`src/rtl/string_pkg.sv`:
```
// Shared constants for the ASCII expression stream: character codes,
// operator encoding and the transmit FSM state encoding.
// Optional feature macro: STR_TERMINATOR_EN (adds the '=' terminator state).
package string_pkg;

    localparam logic [7:0] CH_0    = 8'd48;
    localparam logic [7:0] CH_PLUS = 8'd43;
    localparam logic [7:0] CH_MUL  = 8'd42;
    localparam logic [7:0] CH_EQ   = 8'd61;

    localparam logic OP_ADD = 1'b0;
    localparam logic OP_MUL = 1'b1;

    typedef enum logic [2:0] {
        ST_IDLE  = 3'd0,
        ST_DIGIT = 3'd1,
        ST_OP    = 3'd2,
        ST_DONE  = 3'd4
`ifdef STR_TERMINATOR_EN
        ,
        ST_TERM  = 3'd3
`endif
    } state_t;

endpackage

```
`src/rtl/expr_char_enc.sv`:
```
// Maps one expression symbol (digit, operator or terminator) to its ASCII byte.
// Purely combinational so recogniser-side checkers can reuse it.
module expr_char_enc
    import string_pkg::*;
#(
    parameter int unsigned CW = 8
) (
    input  logic          is_op,
    input  logic          op_bit,
    input  logic [3:0]    digit,
    input  logic          is_term,
    output logic [CW-1:0] ch_c
);

    // Terminator wins over operator, operator wins over digit
    always_comb begin
        ch_c = CW'(CH_0) + CW'(digit);
        if (is_term) begin
            ch_c = CW'(CH_EQ);
        end else if (is_op) begin
            ch_c = (op_bit == OP_MUL) ? CW'(CH_MUL) : CW'(CH_PLUS);
        end
    end

endmodule

```
`src/rtl/expr_string_gen.sv`:
```
// Transmit side of the ASCII expression stream: latches an expression on start
// and emits one ASCII character per valid/ready handshake.
// Optional feature macro: STR_TERMINATOR_EN appends '=' after the last digit.
module expr_string_gen
    import string_pkg::*;
#(
    parameter int unsigned MAX_TERMS = 8,
    parameter int unsigned CW        = 8
) (
    input  logic                   clk,
    input  logic                   clr,
    input  logic                   start,
    input  logic [3:0]             n_terms,
    input  logic [4*MAX_TERMS-1:0] digits,
    input  logic [MAX_TERMS-2:0]   ops,
    input  logic                   out_ready,
    output logic [CW-1:0]          out_char,
    output logic                   out_valid,
    output logic                   busy,
    output logic                   done,
    output logic                   err
);

    localparam int unsigned IW = $clog2(MAX_TERMS + 1);
    localparam int unsigned DW = 4 * MAX_TERMS;
    localparam int unsigned OW = MAX_TERMS - 1;

    state_t          state_q, state_d;
    logic [IW-1:0]   idx_q, idx_d;
    logic [3:0]      nt_q, nt_d;
    logic [DW-1:0]   dig_q, dig_d;
    logic [OW-1:0]   ops_q, ops_d;

    logic            valid_d, busy_d, done_d, err_d;
    logic            load_bad_c, xfer_c, last_c;
    logic [3:0]      dig_sel_c;
    logic            op_sel_c;
    logic            is_op_c, is_term_c;
    logic [CW-1:0]   ch_c;

    assign xfer_c = out_valid && out_ready;
    assign last_c = (32'(idx_q) + 32'd1) == 32'(nt_q);

    // Validate a load request: operand count range and every used digit <= 9
    always_comb begin
        load_bad_c = (n_terms == 4'd0) || (32'(n_terms) > MAX_TERMS);
        for (int i = 0; i < int'(MAX_TERMS); i++) begin
            if ((i < int'(n_terms)) && (digits[4*i +: 4] > 4'd9)) begin
                load_bad_c = 1'b1;
            end
        end
    end

    // Next-state, load registers, index and next output values
    always_comb begin
        state_d = state_q;
        idx_d   = idx_q;
        nt_d    = nt_q;
        dig_d   = dig_q;
        ops_d   = ops_q;
        err_d   = 1'b0;

        case (state_q)
            ST_IDLE: begin
                if (start) begin
                    if (load_bad_c) begin
                        err_d = 1'b1;
                    end else begin
                        state_d = ST_DIGIT;
                        idx_d   = '0;
                        nt_d    = n_terms;
                        dig_d   = digits;
                        ops_d   = ops;
                    end
                end
            end
            ST_DIGIT: begin
                if (xfer_c) begin
                    if (last_c) begin
`ifdef STR_TERMINATOR_EN
                        state_d = ST_TERM;
`else
                        state_d = ST_DONE;
`endif
                    end else begin
                        state_d = ST_OP;
                    end
                end
            end
            ST_OP: begin
                if (xfer_c) begin
                    state_d = ST_DIGIT;
                    idx_d   = idx_q + IW'(1);
                end
            end
`ifdef STR_TERMINATOR_EN
            ST_TERM: begin
                if (xfer_c) begin
                    state_d = ST_DONE;
                end
            end
`endif
            ST_DONE: begin
                state_d = ST_IDLE;
            end
            default: begin
                state_d = ST_IDLE;
            end
        endcase

        valid_d = (state_d == ST_DIGIT) || (state_d == ST_OP)
`ifdef STR_TERMINATOR_EN
                  || (state_d == ST_TERM)
`endif
                  ;
        busy_d  = (state_d != ST_IDLE);
        done_d  = (state_d == ST_DONE);
    end

    // Pick the operand and operator addressed by the next index
    always_comb begin
        dig_sel_c = 4'd0;
        op_sel_c  = 1'b0;
        for (int i = 0; i < int'(MAX_TERMS); i++) begin
            if (idx_d == IW'(i)) dig_sel_c = dig_d[4*i +: 4];
        end
        for (int i = 0; i < int'(OW); i++) begin
            if (idx_d == IW'(i)) op_sel_c = ops_d[i];
        end
    end

    assign is_op_c = (state_d == ST_OP);
`ifdef STR_TERMINATOR_EN
    assign is_term_c = (state_d == ST_TERM);
`else
    assign is_term_c = 1'b0;
`endif

    expr_char_enc #(
        .CW (CW)
    ) u_enc (
        .is_op   (is_op_c),
        .op_bit  (op_sel_c),
        .digit   (dig_sel_c),
        .is_term (is_term_c),
        .ch_c    (ch_c)
    );

    // State register
    always_ff @(posedge clk or posedge clr) begin
        if (clr) begin
            state_q <= ST_IDLE;
        end else begin
            state_q <= state_d;
        end
    end

    // Load registers, term index and registered outputs
    always_ff @(posedge clk or posedge clr) begin
        if (clr) begin
            idx_q     <= '0;
            nt_q      <= '0;
            dig_q     <= '0;
            ops_q     <= '0;
            out_char  <= '0;
            out_valid <= 1'b0;
            busy      <= 1'b0;
            done      <= 1'b0;
            err       <= 1'b0;
        end else begin
            idx_q     <= idx_d;
            nt_q      <= nt_d;
            dig_q     <= dig_d;
            ops_q     <= ops_d;
            out_char  <= valid_d ? ch_c : '0;
            out_valid <= valid_d;
            busy      <= busy_d;
            done      <= done_d;
            err       <= err_d;
        end
    end

endmodule
```
`config.mk`:
```
export PLATFORM = sky130hd
export DESIGN_NAME = expr_string_gen
export DESIGN_NICKNAME = d
export VERILOG_FILES = /design/src/rtl/string_pkg.sv /design/src/rtl/expr_char_enc.sv /design/src/rtl/expr_string_gen.sv
export SDC_FILE = /design/constraint.sdc
export NUM_CORES = 1
export LEC_CHECK = 0
export BUFFER_PORTS_ARGS = -buffer_cell sky130_fd_sc_hd__buf_2
export CAP_MARGIN = 20
export CORE_ASPECT_RATIO = 0.5
export CORE_UTILIZATION = 51
export CTS_CLUSTER_SIZE = 28
export DETAILED_ROUTE_END_ITERATION = 10
export HOLD_SLACK_MARGIN = 0.15
export PLACE_DENSITY = 0.74
export SLEW_MARGIN = 20
export SYNTH_ARGS = -nofsm -noshare
export SYNTH_HDL_FRONTEND = slang
export SYNTH_SLANG_ARGS = --single-unit
```
`constraint.sdc`:
```
create_clock -name clk -period 4.9 [get_ports clk]
set_clock_uncertainty 0.2 [all_clocks]
set_input_delay 0 -clock clk [delete_from_list [all_inputs] [get_ports clk]]
set_output_delay 0 -clock clk [all_outputs]
set_load 0.02 [all_outputs]
```
; Word level (Yosys, flattened, before mapping)
; Cells that the tools add are included.
[word_totals]
regBits = 62
inputBits = 47
output_inout_bits = 12
word_cells = 105
[op_classes]
addsub = 3
magnitude_cmp = 17
n_eq_ne = 13
mux = 45
bitwise_logic = 1
n_reduce_logical = 16
[op_table]
columns = operator, n
row1 = $mux W32, 3
row2 = $mux W4, 11
row3 = $gt A4 B4 Y1 const B, 9
row4 = $mux W7, 3
row5 = $mux W1, 19
row6 = $eq A4 B3 Y1 const B, 4
row7 = $lt A3 B4 Y1 const A, 4
row8 = $mux W8, 2
row9 = $mux W3, 5
row10 = $logic_and A1 B1 Y1, 9
row11 = $pmux W3 S3, 1
row12 = $eq A4 B2 Y1 const B, 2
row13 = $logic_not A4 Y1, 2
row14 = $lt A1 B4 Y1 const A, 2
row15 = $lt A2 B4 Y1 const A, 2
row16 = $pmux W4 S2, 1
row17 = $add A6 B4 Y7 const A, 1
row18 = $eq A3 B1 Y1 const B, 2
row19 = $eq A3 B2 Y1 const B, 2
row20 = $add A4 B1 Y5 const B, 1
row21 = $eq A5 B4 Y1, 1
row22 = $add A4 B1 Y4 const B, 1
row23 = $eq A4 B1 Y1 const B, 1
row24 = $eq A3 B3 Y1 const B, 1
row25 = 5 further kinds, 6

; Logic depth before layout (Yosys ltp)
; Gate-level depths: netlist of the first run.
[depth]
word_depth = 25
depth_mapped = 13
depth_no_buf = 10

; By module
; A second synthesis of the first run with hierarchy kept.
[unflattened]
cells_unflattened = 364
area_unflattened_um2 = 3306.9
[by_module_without_submodules]
columns = mod, n_inst, cells_each, area_each_um2, seq_area_each_um2
row1 = expr_string_gen, 1, 351, 3229.3, 1551.5
row2 = expr_char_enc, 1, 13, 77.6, 0.0

; Worst setup path before layout of the first run
; OpenSTA, ideal clock, no wires.
[synth_timing]
path_type = register -> register
from = register out_char[5] (netlist name)
to = register out_char[1]
setup_time_ps = 78
t_arrival_ps = 2508
t_required_ps = 4622
path_slack_ps = 2115
path_stages_with_launch = 14
path_buffers = 3
synth_period_minus_slack_ps = 2785
path_cell_list = dfrtp_1 -> and4b_1 -> clkbuf_1 -> and2_1 -> buf_2 -> nand2_1 -> o21ai_0 -> nand2b_1 -> buf_2 -> inv_1 -> nor2_1 -> or4_1 -> a32o_1 -> a21boi_1
[synth_rtl]
columns = element, line
row1 = "end signal, assigned", expr_string_gen.sv:175  ; out_char <= valid_d ? ch_c : '0;
row2 = "end, declared", expr_string_gen.sv:17  ; output logic [CW-1:0] out_char,

; Final worst setup path of the first run
[layout_timing]
from = register state_q[2]
to = register out_char[3]
[layout_between]
elab_chain_len = 14
word_cells_on_any_way = 32
classes_between = add/sub (1) / eq/ne (11) / mux (17) / reduce/logical (3)
[layout_lines]
columns = element, line
row1 = "start, declared", expr_string_gen.sv:28  ; state_t state_q, state_d;
row2 = "start signal, assigned", expr_string_gen.sv:154  ; state_q <= state_d;
row3 = $eq A3 B2 Y1 or $logic_not A3 Y1 (tied branches), expr_string_gen.sv:63  ; case (state_q)
row4 = $pmux W4 S2, expr_string_gen.sv:63
row5 = $logic_not A4 Y1, expr_string_gen.sv:125  ; if (idx_d == IW'(i)) dig_sel_c = dig_d[4*i +: 4];
row6 = $mux W4 (8 in a row), expr_string_gen.sv:125
row7 = $add A6 B4 Y7, expr_char_enc.sv:17  ; ch_c = CW'(CH_0) + CW'(digit);
row8 = $mux W8, expr_char_enc.sv:20  ; end else if (is_op) begin
row9 = $mux W8 (*), expr_string_gen.sv:175
; Mark *: on every way between the ends. The rest lies on a longest branch, timed or not.
; A chain may end at the register's enable or synchronous reset.

==> results of run 1 <==
layout make-up:
class / instances / area [um2]
clock buffers: 13 / 260
clock inverters: 2 / 35.0
fillers: 420 / 1510
inverters: 17 / 63.8
multi-input cells: 238 / 1500
flip-flops and latches: 59 / 1480
well taps: 73 / 91.3
repair buffers: 106 / 773
per-layer routing:
| layer | GRT usage, % | wire length (um) | up-vias |
|---|---|---|---|
| met4 | 9.02 | 104 | 0 |
| met2 | 45.1 | 3880 | 145 |
| met1 | 40.3 | 3910 | 1394 |
| met5 | 0 | 0 | - |
| li1 | - | - | 1370 |
| met3 | 9.35 | 805 | 16 |
cells in the final DEF (no fill, tap or decap), types with 3 or more instances in the layout:
master,Yosys,routed
and2_1,4,4
nand2_1,69,69
nor2_1,13,13
clkbuf_16,0,9
buf_2,7,56
o22ai_1,3,3
nor3b_1,7,7
a22oi_1,3,3
inv_1,16,15
o21ai_0,22,22
or4_1,3,3
or3_1,3,3
nand4_1,3,3
and3_1,4,4
dfrtp_1,59,59
mux2_2,19,19
nand3_1,9,9
mux2i_1,6,6
a21oi_1,10,10
a31oi_1,5,5
buf_4,3,3
dlygate4sd3_1,0,47
xnor2_1,4,4
nor3_1,6,6
registers in the layout (all words and copies together) (netlist names):
signal	cells
nt_q	4
state_q	3
out_char	6
ops_q	7
done	1
err	1
dig_q	32
idx_q	4
busy	1
critical path: stages (launching register included):
cell,delay [ns]
dfrtp_1,0.42
nor4b_1,0.73
and3_1,0.36
nand3_4,0.46
nand2b_1,0.65
mux2i_1,0.35
nor3_1,0.07
o311ai_0,0.51
o211ai_1,0.16
kinds of logic after synthesis:
kind of cell	after synthesis	share of synthesized area [%]
XOR/XNOR	6	1.68
flip-flops	59	47.1
other	1	0.120
adder cells (fa/ha/maj)	1	0.399
AO/OA/AOI/OAI	71	15.8
buffers and inverters	39	5.30
AND/OR/NAND/NOR	133	20.9
multiplexers	25	8.74
power groups by stage:
stage	registers (mW)	logic [mW]	clock network, mW
after floorplan	0.776	0.431	0
after global placement	0.773	0.596	0
after detailed placement	0.784	0.606	0
after CTS	0.780	0.640	0.627
after global routing	0.799	0.714	0.649
final	0.780	0.652	0.624
through the flow:
step	hold WS (ns)	setup WS, ns	power, mW	cells	util, %
floorplan	-0.0946	2.11	1.21	336	-
global placement	0.0149	1.27	1.37	446	60.2
detailed placement	0.0298	1.08	1.39	446	60.2
CTS	0.227	1.06	2.05	508	73.6
global route	0.252	0.740	2.16	508	73.6
finish	0.211	0.816	2.06	508	73.6
worst max-delay path by stage:
stage	from	to	cells after the start
6_report	state_q[2]	out_char[3]	8
4_1_cts	state_q[2]	out_char[3]	8
3_3_place_gp	state_q[2]	out_char[3]	8
5_1_grt	state_q[2]	out_char[3]	8
3_5_place_dp	state_q[2]	out_char[3]	8
2_1_floorplan	out_char[5]	out_char[1]	13
==> flow_results.org, run 1 <==
** Floorplanning
- Initial cell density of the core :: 55.0%
- Area of the die :: 6490 um2
- From bottom edge to top edge, the die measures 57.5 um.
- Die X :: 113 um
- The floorplan has 19 rows.
- Number of ports placed on the die boundary :: 59
- The floorplan step defined a core boundary enclosing 5710 um2.

** Finish
- The finished cells cover 4200 um2.
- Fraction of final layout cells with drive strength greater than 1 :: 22.8%
- 0 antenna diodes ended up in the layout.
- Final net count :: 479
- Growth of design area from synthesis to finish :: 33.8%

** Place
- Sum of net half-perimeters after detailed placement :: 5930 um
- Routability-driven placement finished with a final weighted congestion of 0.933.
- Port buffering added 56 buffers.
- Post-placement cell area :: 3430 um2

** Detailed routing
- The first detailed-routing pass ran for 5 iterations.
- Using the TritonRoute via totals, the vias-per-cell ratio works out to 5.76.
- The routed design has 8700 um of wire.
- Vias :: 2925
- Final routed DRC violation total :: 0
- In the final routed layout, each cell accounts on average for 17.1 um.
- DRT iter0 DRCs :: 207
- Number of nets with antenna violations after detailed routing :: 0

** Power
- Sequential cells account for 38.0% of the total power.
- Power spread over the standard cell area amounts to 490 nW/um2.
- Share of total power consumed by net switching :: 32.4%
- Per report_power, the combinational group accounts for 31.7% of the total.
- Worst vdd ir :: 0.296 mV
- Internal power contribution :: 1.39 mW
- Net switching power :: 0.666 mW
- The share of total power dissipated in the clock network is 30.3%.
- In this run the static leakage power is 2.04 nW.

** Hold path
- Hold/Removal Path Class :: input pin to asynchronous set/reset pin

** Clock network
- CTS H-Tree Depth :: 3
- The number of gates resized after CTS was 0.
- Hold repair after CTS inserted 47 buffers.
- No sink is reached through more buffers than the 2 on the longest clock path.
- Clk root buf :: clkbuf_16
- Later-pin clock latency in the skew report :: 0.33 ns
- TritonCTS built the clock tree.
- TritonCTS Buffers :: 9
- Clock-pin slew was measured on the worst setup and hold paths at 0.05 ns.
- For this design, the sink count on the clock tree is 59.
- Post-CTS Setup Inserts :: 0

** Synthesis
- In the synthesized netlist, the cells that appear most often are nand2_1, dfrtp_1, o21ai_0, mux2_2, inv_1.
- Number of instances in the synthesized netlist :: 335
- Cell with the most instances after synthesis :: nand2_1
- Of the synthesized area, sequential elements account for 47.1%.
- The biggest area contributor in the post-synthesis netlist is dfrtp_1.
- A synthesized cell averages 9.36 um2.
- The share of synthesized area in the top cell type comes to 47.1%.
- Cell types occupying the most area after synthesis :: dfrtp_1, nand2_1, mux2_2
- The synthesized netlist occupies a cell area of 3140 um2.
- The synthesized design contains 0 enable-type register cells.
- Synthesis instantiated 58 different standard cells from the library.
- The Yosys step of the flow raised 0 warnings.
- Proportion of register bits with asynchronous set or reset after synthesis :: 100%
- The synthesized design contains 59 register bits.
- In the synthesized netlist the dominant register cell turns out to be dfrtp_1.

** Global routing
- Pin count of the biggest net entering global routing :: 60
- Across every metal layer, demand over resource in global routing totals 29.4%.
- Initial antenna violation count :: 0
- The via count of the first global-routing pass was 2830.
- Grt total ovfl :: 0
- The first global-routing pass estimated 14200 um of wire.

** Setup path
- Endpoint of the lowest-slack register-to-register path :: out_char[3]
- In this run the critical register-to-register path is launched from state_q[2].
- Maximum fanout encountered on the critical timing path :: 44
- Setup crit start kind :: register
- Arrival @ worst endpoint :: 4.07 ns
- The setup check on the worst reg-to-reg path leaves a slack of 0.82 ns.
- Critical setup path kind :: register to register
- Worst setup EP type :: register
- STA puts the critical path data required time at 4.88 ns.
- For the worst flop-to-flop path, the logic depth is 8.

** STA
- The number of pins exceeding their max-slew limit in the final report was 0.
- Final TNS setup :: 0 ns
- Setup repair after global routing left no endpoint under its margin.
- Setup-failing EPs final :: 0
- Max_slew headroom :: 46.6%
- Clock period minus final worst setup slack :: 4.08 ns
- Timing would allow up to 0.245 GHz.
- The hold violation count in the final report came to 0.
- For the pin with the worst max-slew slack, the measured transition is 0.790 ns.
- Final critical-path share of the clock period :: 83.3%

** Flow run
- The tool flagged a number of max-cap violations equal to 0.

** Status
- The run finished with clean final reports.
Note: power is estimated with default switching activity, not from simulation.
==> inputs of run 2 (changes only) <==
==> constraint.sdc (replaced) <==
create_clock -name clk -period 4.01 [get_ports clk]
set_clock_uncertainty 0.2 [all_clocks]
set_input_delay 0 -clock clk [delete_from_list [all_inputs] [get_ports clk]]
set_output_delay 0 -clock clk [all_outputs]
set_load 0.02 [all_outputs]
==> run 2 against run 1 <==
Net effect: clock power up 21%; largest power group unchanged; setup slack got worse by 0.51 ns; largest cell class unchanged; die area stayed put; sequential share of layout area decreased by 0.19 points; flip-flop and latch count is the same; wire length is 6.8% higher; via count up 2.9%; critical endpoint is now out_char[1]; final area grew 0.54%.
==> flow_results.org, run 2 (synthesized netlist as in run 1, its figures left out) <==
** Status
- Status :: completed

** Global routing
- Global-route layer with the greatest usage :: met2
- The global-route track usage on met2 is 49.9% (+4.8 points).
- Initial antenna violation count :: 0 (unchanged)
- The global-route congestion overflow total was 0 (unchanged).
- Met3 layer usage reported by global route :: 11.1% (+1.7 points)
- The via count of the first global-routing pass was 2929 (+3.5%).
- Pin count of the biggest net entering global routing :: 60 (unchanged)
- Global-route met1 utilization :: 39.7% (-0.67 points)
- Total routing usage reported by global routing :: 31.3% (+1.9 points)
- Wire length of the first global-routing pass :: 14900 um (+5.4%)

** Power
- Total power consumption of the routed design :: 2.53 mW (+23%)
- The power per unit of standard cell area was 600 nW/um2 (+22%).
- Worst vdd ir :: 0.376 mV (+27%)
- The reported leakage power came to 2.05 nW (+0.71%).

** STA
- Setup repair after global routing left no endpoint under its margin.
- Setup-failing EPs final :: 0 (unchanged)
- Final critical-path share of the clock period :: 92.4%
- Number of max-slew violations in the final report :: 0 (unchanged)
- Static timing analysis puts the maximum clock frequency at 0.270 GHz.
- Final hold slack :: 0.224 ns (+0.0130 ns)
- Clock period minus final worst setup slack :: 3.71 ns
- The worst-margin pin slew was 0.767 ns (-0.0230 ns).
- Hold Vio Cnt, Final :: 0 (unchanged)
- Worst setup slack after layout :: 0.303 ns (-0.513 ns)
- The summed negative setup slack over all endpoints came to 0 ns (unchanged).
- The worst slew slack as a fraction of its limit was 48.8% (+2.3 points).

** Finish
- Largest register by flop count :: dig_q
- The total inserted antenna cells is 0 (unchanged).
- Final core occ :: 74.0% (+0.39 points)
- Max reg flops :: 32 (unchanged)
- Most frequent cells in the layout :: nand2_1, dfrtp_1, buf_2
- The library cell used most frequently in the layout, excluding fill and tap cells, is nand2_1.
- Layout Cells excl Fill :: 512 (+0.79%)
- Design area :: 4220 um2 (+0.54%)
- Growth of design area from synthesis to finish :: 34.5%
- Fillers :: 419 (-0.24%)
- The share of layout cells above drive strength 1 is 23.7% (+0.93 points).
- The post-layout net count was 482 (+0.63%).
- Leading registers by flop count :: dig_q x32, ops_q x7, out_char x6

** Clock network
- Post-CTS Setup Inserts :: 0 (unchanged)
- The total of hold buffers inserted after clock tree synthesis was 47 (unchanged).
- Clock slew at the register clock pins of the worst setup and hold paths :: 0.05 ns (about the same)
- Later-pin clock latency in the skew report :: 0.33 ns (about the same)
- CTS sink cnt :: 59 (unchanged)
- Post-CTS sizing :: 0 (unchanged)
- TritonCTS clock tree :: done
- CTS H-Tree Depth :: 3 (unchanged)
- The largest buffer count on any clock path is 2 (unchanged).
- TritonCTS Buffers :: 9 (unchanged)
- The tree is rooted in a clkbuf_16.

** Flow run
- Number of maximum-capacitance violations :: 0 (unchanged)

** Floorplanning
- The number of standard-cell rows in the floorplan is 19 (unchanged).
- Area of the die :: 6490 um2 (unchanged)
- The die extent in x came to 113 um (unchanged).
- The die height came to 57.5 um (unchanged).
- The starting density of the core was 55.0% (unchanged).
- Number of ports placed on the die boundary :: 59 (unchanged)
- Core region area :: 5710 um2 (unchanged)

** Setup path
- Launching point of the worst reg2reg path :: state_q[2]
- The signal on the critical path passes through dlygate4sd3_1 > buf_2 > nor4b_2 > o21ai_1 > o41ai_4 > nand3_4 > nand2b_1 > inv_1 > nor3_1 > a21oi_1 > a32o_1 > a21boi_1.
- The worst path arrival time was 3.76 ns (-0.31 ns).
- The most critical setup path has its startpoint at n_terms[3].
- The required time of the critical path is 4.07 ns (-0.81 ns).
- The worst setup path is captured at a register.
- The largest individual stage delay along the critical path comes from the cell dlygate4sd3_1.
- STA classifies the critical path startpoint as an input pin.
- Cells on worst reg2reg path :: 9 (+1)
- The largest fanout on the critical path is 19 (-57%).
- Critical path capture point :: out_char[1]
- Reg2reg setup slack :: 0.39 ns (-0.43 ns)
- Endpoint of the lowest-slack register-to-register path :: out_char[1]
- The delay of the slowest cell on the worst path came to 0.54 ns (-0.19 ns).
- The worst setup path is of the input pin to register kind.

** Place
- Worst setup timing slack at the placement stage :: 0.471 ns (-0.611 ns)
- The global placement routability congestion is 0.952 (+2.0%).
- Count of input and output buffers :: 56 (unchanged)
- The number of placed instances, taps included came to 449 (+0.67%).
- The instance area at placement came to 3450 um2 (+0.66%).
- Sum of net half-perimeters after detailed placement :: 5940 um (+0.23%)

** Detailed routing
- Length of the first detailed-routing pass in iterations :: 5 (unchanged)
- Number of nets with antenna violations after detailed routing :: 0 (unchanged)
- The final routed DRC violation total is 0 (unchanged).
- Vias :: 3011 (+2.9%)
- Post-detailed-route wirelength per cell :: 18.2 um (+6.0%)
- The DRC violation total after the first TritonRoute iteration was 293 (+42%).
- Number of vias per cell after detailed routing :: 5.88 (+2.1%)
- The final wirelength was 9300 um (+6.8%).

** Hold path
- Hold/Removal Path Class :: input pin to asynchronous set/reset pin
[run 2: changes by cell type in the layout (fill, tap and decap cells not counted), sizes merged]
| cell | before | now |
|---|---|---|
| clkinvlp | 0 | 1 |
| clkinv | 1 | 3 |
| buf | 59 | 62 |
| clkbuf | 13 | 11 |
[run 2: layout make-up]
type	count	area, um2	area share, %
tap	73	91.3	2.16
inverter	17	63.8	1.51
timing repair buffer	109	796	18.9
multi-input combinational	238	1500	35.5
sequential	59	1480	35.0
clock buffer	11	243	5.75
clock inverter	5	52.6	1.25
[run 2: layer usage]
| metal | part of all wire (%) | vias to the layer above | wire, um |
|---|---|---|---|
| met1 | 43 | 1443 | 4040 |
| li1 | - | 1379 | - |
| met5 | 0 | - | 0 |
| met2 | 45 | 158 | 4210 |
| met4 | 3.0 | 0 | 275 |
| met3 | 8.3 | 31 | 772 |
[run 2: critical path, delay by kind of cell]
kind                   cells  cell delay, ns
AND/OR/NAND/NOR            4            1.56
AO/OA/AOI/OAI              5            1.22
buffers and inverters      3            0.96
[run 2: worst min-delay path by stage]
stage,from,to,slack [ns],cells past startpoint
4_1_cts,digits[23],dig_q[23],0.22,4
5_1_grt,digits[23],dig_q[23],0.26,4
3_3_place_gp,digits[4],dig_q[4],0.01,3
3_5_place_dp,digits[23],dig_q[23],0.03,3
2_1_floorplan,digits[4],dig_q[4],-0.09,2
6_report,clr,idx_q[3],0.22,4
[run 2: report_power, final]
part | total [mW] | leakage [nW] | internal, mW | switching (mW)
clock | 0.758 | 0.145 | 0.493 | 0.264
combinational | 0.823 | 1.15 | 0.348 | 0.475
sequential | 0.951 | 0.757 | 0.845 | 0.106
total | 2.53 | 2.05 | 1.69 | 0.845
==> inputs of run 3 (changes only) <==
==> constraint.sdc (replaced) <==
create_clock -name clk -period 4.2 [get_ports clk]
set_clock_uncertainty 0.2 [all_clocks]
set_input_delay 0 -clock clk [delete_from_list [all_inputs] [get_ports clk]]
set_output_delay 0 -clock clk [all_outputs]
set_load 0.02 [all_outputs]
==> run 3 against run 2 <==
Net effect: final area down 0.68%; core utilization down 0.50 points; register-to-register slack better by 0.07 ns; critical path depth down 3; critical endpoint is now out_char[0].
==> flow_results.org, run 3 (synthesized netlist as in run 1, its figures left out) <==
** Finish
- The largest registers in the layout are dig_q x32, ops_q x7, out_char x6.
- Largest register by flop count :: dig_q
- Most frequent cells in the layout :: nand2_1, dfrtp_1, buf_2
- The filler-free cell count of the finished design is 511 (-0.20%).
- The library cell used most frequently in the layout, excluding fill and tap cells, is nand2_1.
- The post-layout net count is 481 (-0.21%).
- Fillers :: 388 (-7.4%)
- The share of layout cells above drive strength 1 is 23.1% (-0.63 points).
- ANT cells :: 0 (unchanged)
- Growth of design area from synthesis to finish :: 33.6%
- Max reg flops :: 32 (unchanged)

** Place
- The number of placed instances, taps included is 448 (-0.22%).
- Worst setup timing slack at the placement stage :: 0.579 ns (+0.109 ns)
- The port buffer count is 56 (unchanged).
- Final Wtd Congestion :: 0.887 (-6.8%)
- The sum of net half-perimeters after detailed placement is 6060 um (+2.1%).

** Setup path
- The endpoint identified for the worst register-to-register timing path is out_char[0].
- The required time of the critical path is 4.20 ns (+0.13 ns).
- Maximum fanout encountered on the critical timing path :: 24 (+5)
- Launching point of the worst reg2reg path :: state_q[2]
- The critical path is of the register to register type.
- In this design, the largest share of critical-path delay is due to simple AND/OR/NAND/NOR gates.
- The delay of the slowest cell on the worst path was 0.65 ns (+0.11 ns).
- On the critical path, the stage with the largest delay is an instance of nor4b_1.
- Cells on worst reg2reg path :: 9 (unchanged)
- Critical path, cell by cell :: nor4b_1 > and3_1 > nand3_4 > nand2b_1 > inv_1 > o32ai_1 > a21oi_1 > a31oi_1 > o22ai_1
- Reg2reg setup slack :: 0.46 ns (+0.07 ns)
- The worst path arrival time came to 3.75 ns (about the same).
- Buffer and inverter count on the worst path :: 1 (-2)
- Worst setup EP type :: register
- STA classifies the critical path startpoint as a register.

** Flow run
- Number of maximum-capacitance violations :: 0 (unchanged)

** Clock network
- The largest buffer count on any clock path was 2 (unchanged).
- TritonCTS Buffers :: 9 (unchanged)
- Clock slew at the register clock pins of the worst setup and hold paths :: 0.05 ns (about the same)
- CTS H-Tree Depth :: 3 (unchanged)
- TritonCTS built the clock tree.
- The later-pin clock latency in the skew report is 0.34 ns (about the same).
- Clk root buf :: clkbuf_16
- The number of sinks handled by clock tree synthesis was 59 (unchanged).

** Floorplanning
- Number of ports placed on the die boundary :: 59 (unchanged)
- The area inside the core boundary is 5710 um2 (unchanged).
- Area of the die :: 6490 um2 (unchanged)
- The starting density of the core came to 55.0% (unchanged).
- The die height came to 57.5 um (unchanged).
- Die X :: 113 um (unchanged)
- The number of standard-cell rows in the floorplan was 19 (unchanged).

** STA
- The number of pins exceeding their max-slew limit in the final report is 0 (unchanged).
- Maximum clock rate :: 0.267 GHz
- Max_slew headroom :: 49.9% (+1.1 points)
- The number of endpoints failing setup at the final stage came to 0 (unchanged).
- The clock period could shrink to 3.74 ns.
- The summed negative setup slack over all endpoints is 0 ns (unchanged).
- Final critical-path share of the clock period :: 89.2%
- Final hold slack :: 0.214 ns (-0.0103 ns)
- The final critical-path setup slack was 0.456 ns (+0.153 ns).
- Hold Vio Cnt, Final :: 0 (unchanged)
- Setup repair after global routing left no endpoint under its margin.
- The worst-margin pin slew came to 0.751 ns (-0.0166 ns).

** Detailed routing
- Number of vias per cell after detailed routing :: 5.88 (about the same)
- Post-detailed-route wirelength per cell :: 18.2 um (+0.11%)
- The DRC violation total after the first TritonRoute iteration is 283 (-3.4%).
- The final wirelength was 9290 um (about the same).
- Vias :: 3004 (-0.23%)
- The count of nets left with antenna violations after detail routing was 0 (unchanged).
- The number of iterations in the first detailed-routing pass is 5 (unchanged).
- Final routed DRC violation total :: 0 (unchanged)

** Global routing
- Total routing usage reported by global routing :: 31.6% (+0.25 points)
- Number of global-route vias before repair :: 3038 (+3.7%)
- Wire length of the first global-routing pass :: 15100 um (+1.5%)
- Grt total ovfl :: 0 (unchanged)
- Pin count of the biggest net entering global routing :: 60 (unchanged)
- The initial antenna violation count is 0 (unchanged).

** Status
- Status :: completed

** Power
- The reported leakage power was 2.04 nW (-0.74%).
- The maximum ir drop on the vdd rail is 0.407 mV (+8.4%).
- The power per unit of standard cell area came to 563 nW/um2 (-6.2%).

** Hold path
- The worst hold path belongs to the class input pin to asynchronous set/reset pin.
==> run 3: what timing repair did <==
item	CTS	global route
gates resized for setup	0	0
hold buffers	47	0
endpoints found under the hold margin	112	0
setup buffers	0	0
==> run 3: routing by layer <==
layer	vias up	global-route usage [%]	wire, um
met5	-	0	0
met4	0	10.7	202
met3	24	12.0	898
met2	163	48.4	4140
met1	1432	41.6	4050
li1	1385	-	-
==> run 3: worst register-to-register path: stages, from the launching register on <==
cell and delay, ns:
dfrtp_1 0.43, nor4b_1 0.65, and3_1 0.36, nand3_4 0.30, nand2b_1 0.56, inv_1 0.27
o32ai_1 0.43, a21oi_1 0.14, a31oi_1 0.18, o22ai_1 0.09
==> run 3: where the power goes <==
part / internal, mW / switching (mW) / leakage (nW) / total [mW]
registers: 0.807 / 0.108 / 0.757 / 0.915
clock network: 0.429 / 0.249 / 0.137 / 0.677
logic: 0.329 / 0.438 / 1.14 / 0.767
==> run 3: final cells by class <==
cell class,instances,area (um2),share of cell area (%)
clock inverter,2,10.0,0.239
inverter,17,63.8,1.52
multi-input combinational,238,1500,35.7
clock buffer,14,264,6.30
timing repair buffer,108,788,18.8
tap,73,91.3,2.18
sequential,59,1480,35.2
==> run 3: stage by stage <==
step	area [um2]	power, mW	utilization [%]
2_1_floorplan	3140	1.41	-
3_3_place_gp	3450	1.59	60.4
3_5_place_dp	3450	1.62	60.4
4_1_cts	4190	2.34	73.5
5_1_grt	4190	2.49	73.5
6_report	4190	2.36	73.5
==> run 3: worst max path at each step <==
stage	start	endpoint	slack, ns	cells after the start
after floorplan	out_char[5]	out_char[1]	1.41	13
after global placement	state_q[2]	out_char[1]	0.78	9
after detailed placement	state_q[2]	out_char[1]	0.58	9
after CTS	state_q[2]	out_char[1]	0.55	9
after global routing	state_q[2]	out_char[1]	0.25	9
final	state_q[2]	out_char[0]	0.46	9
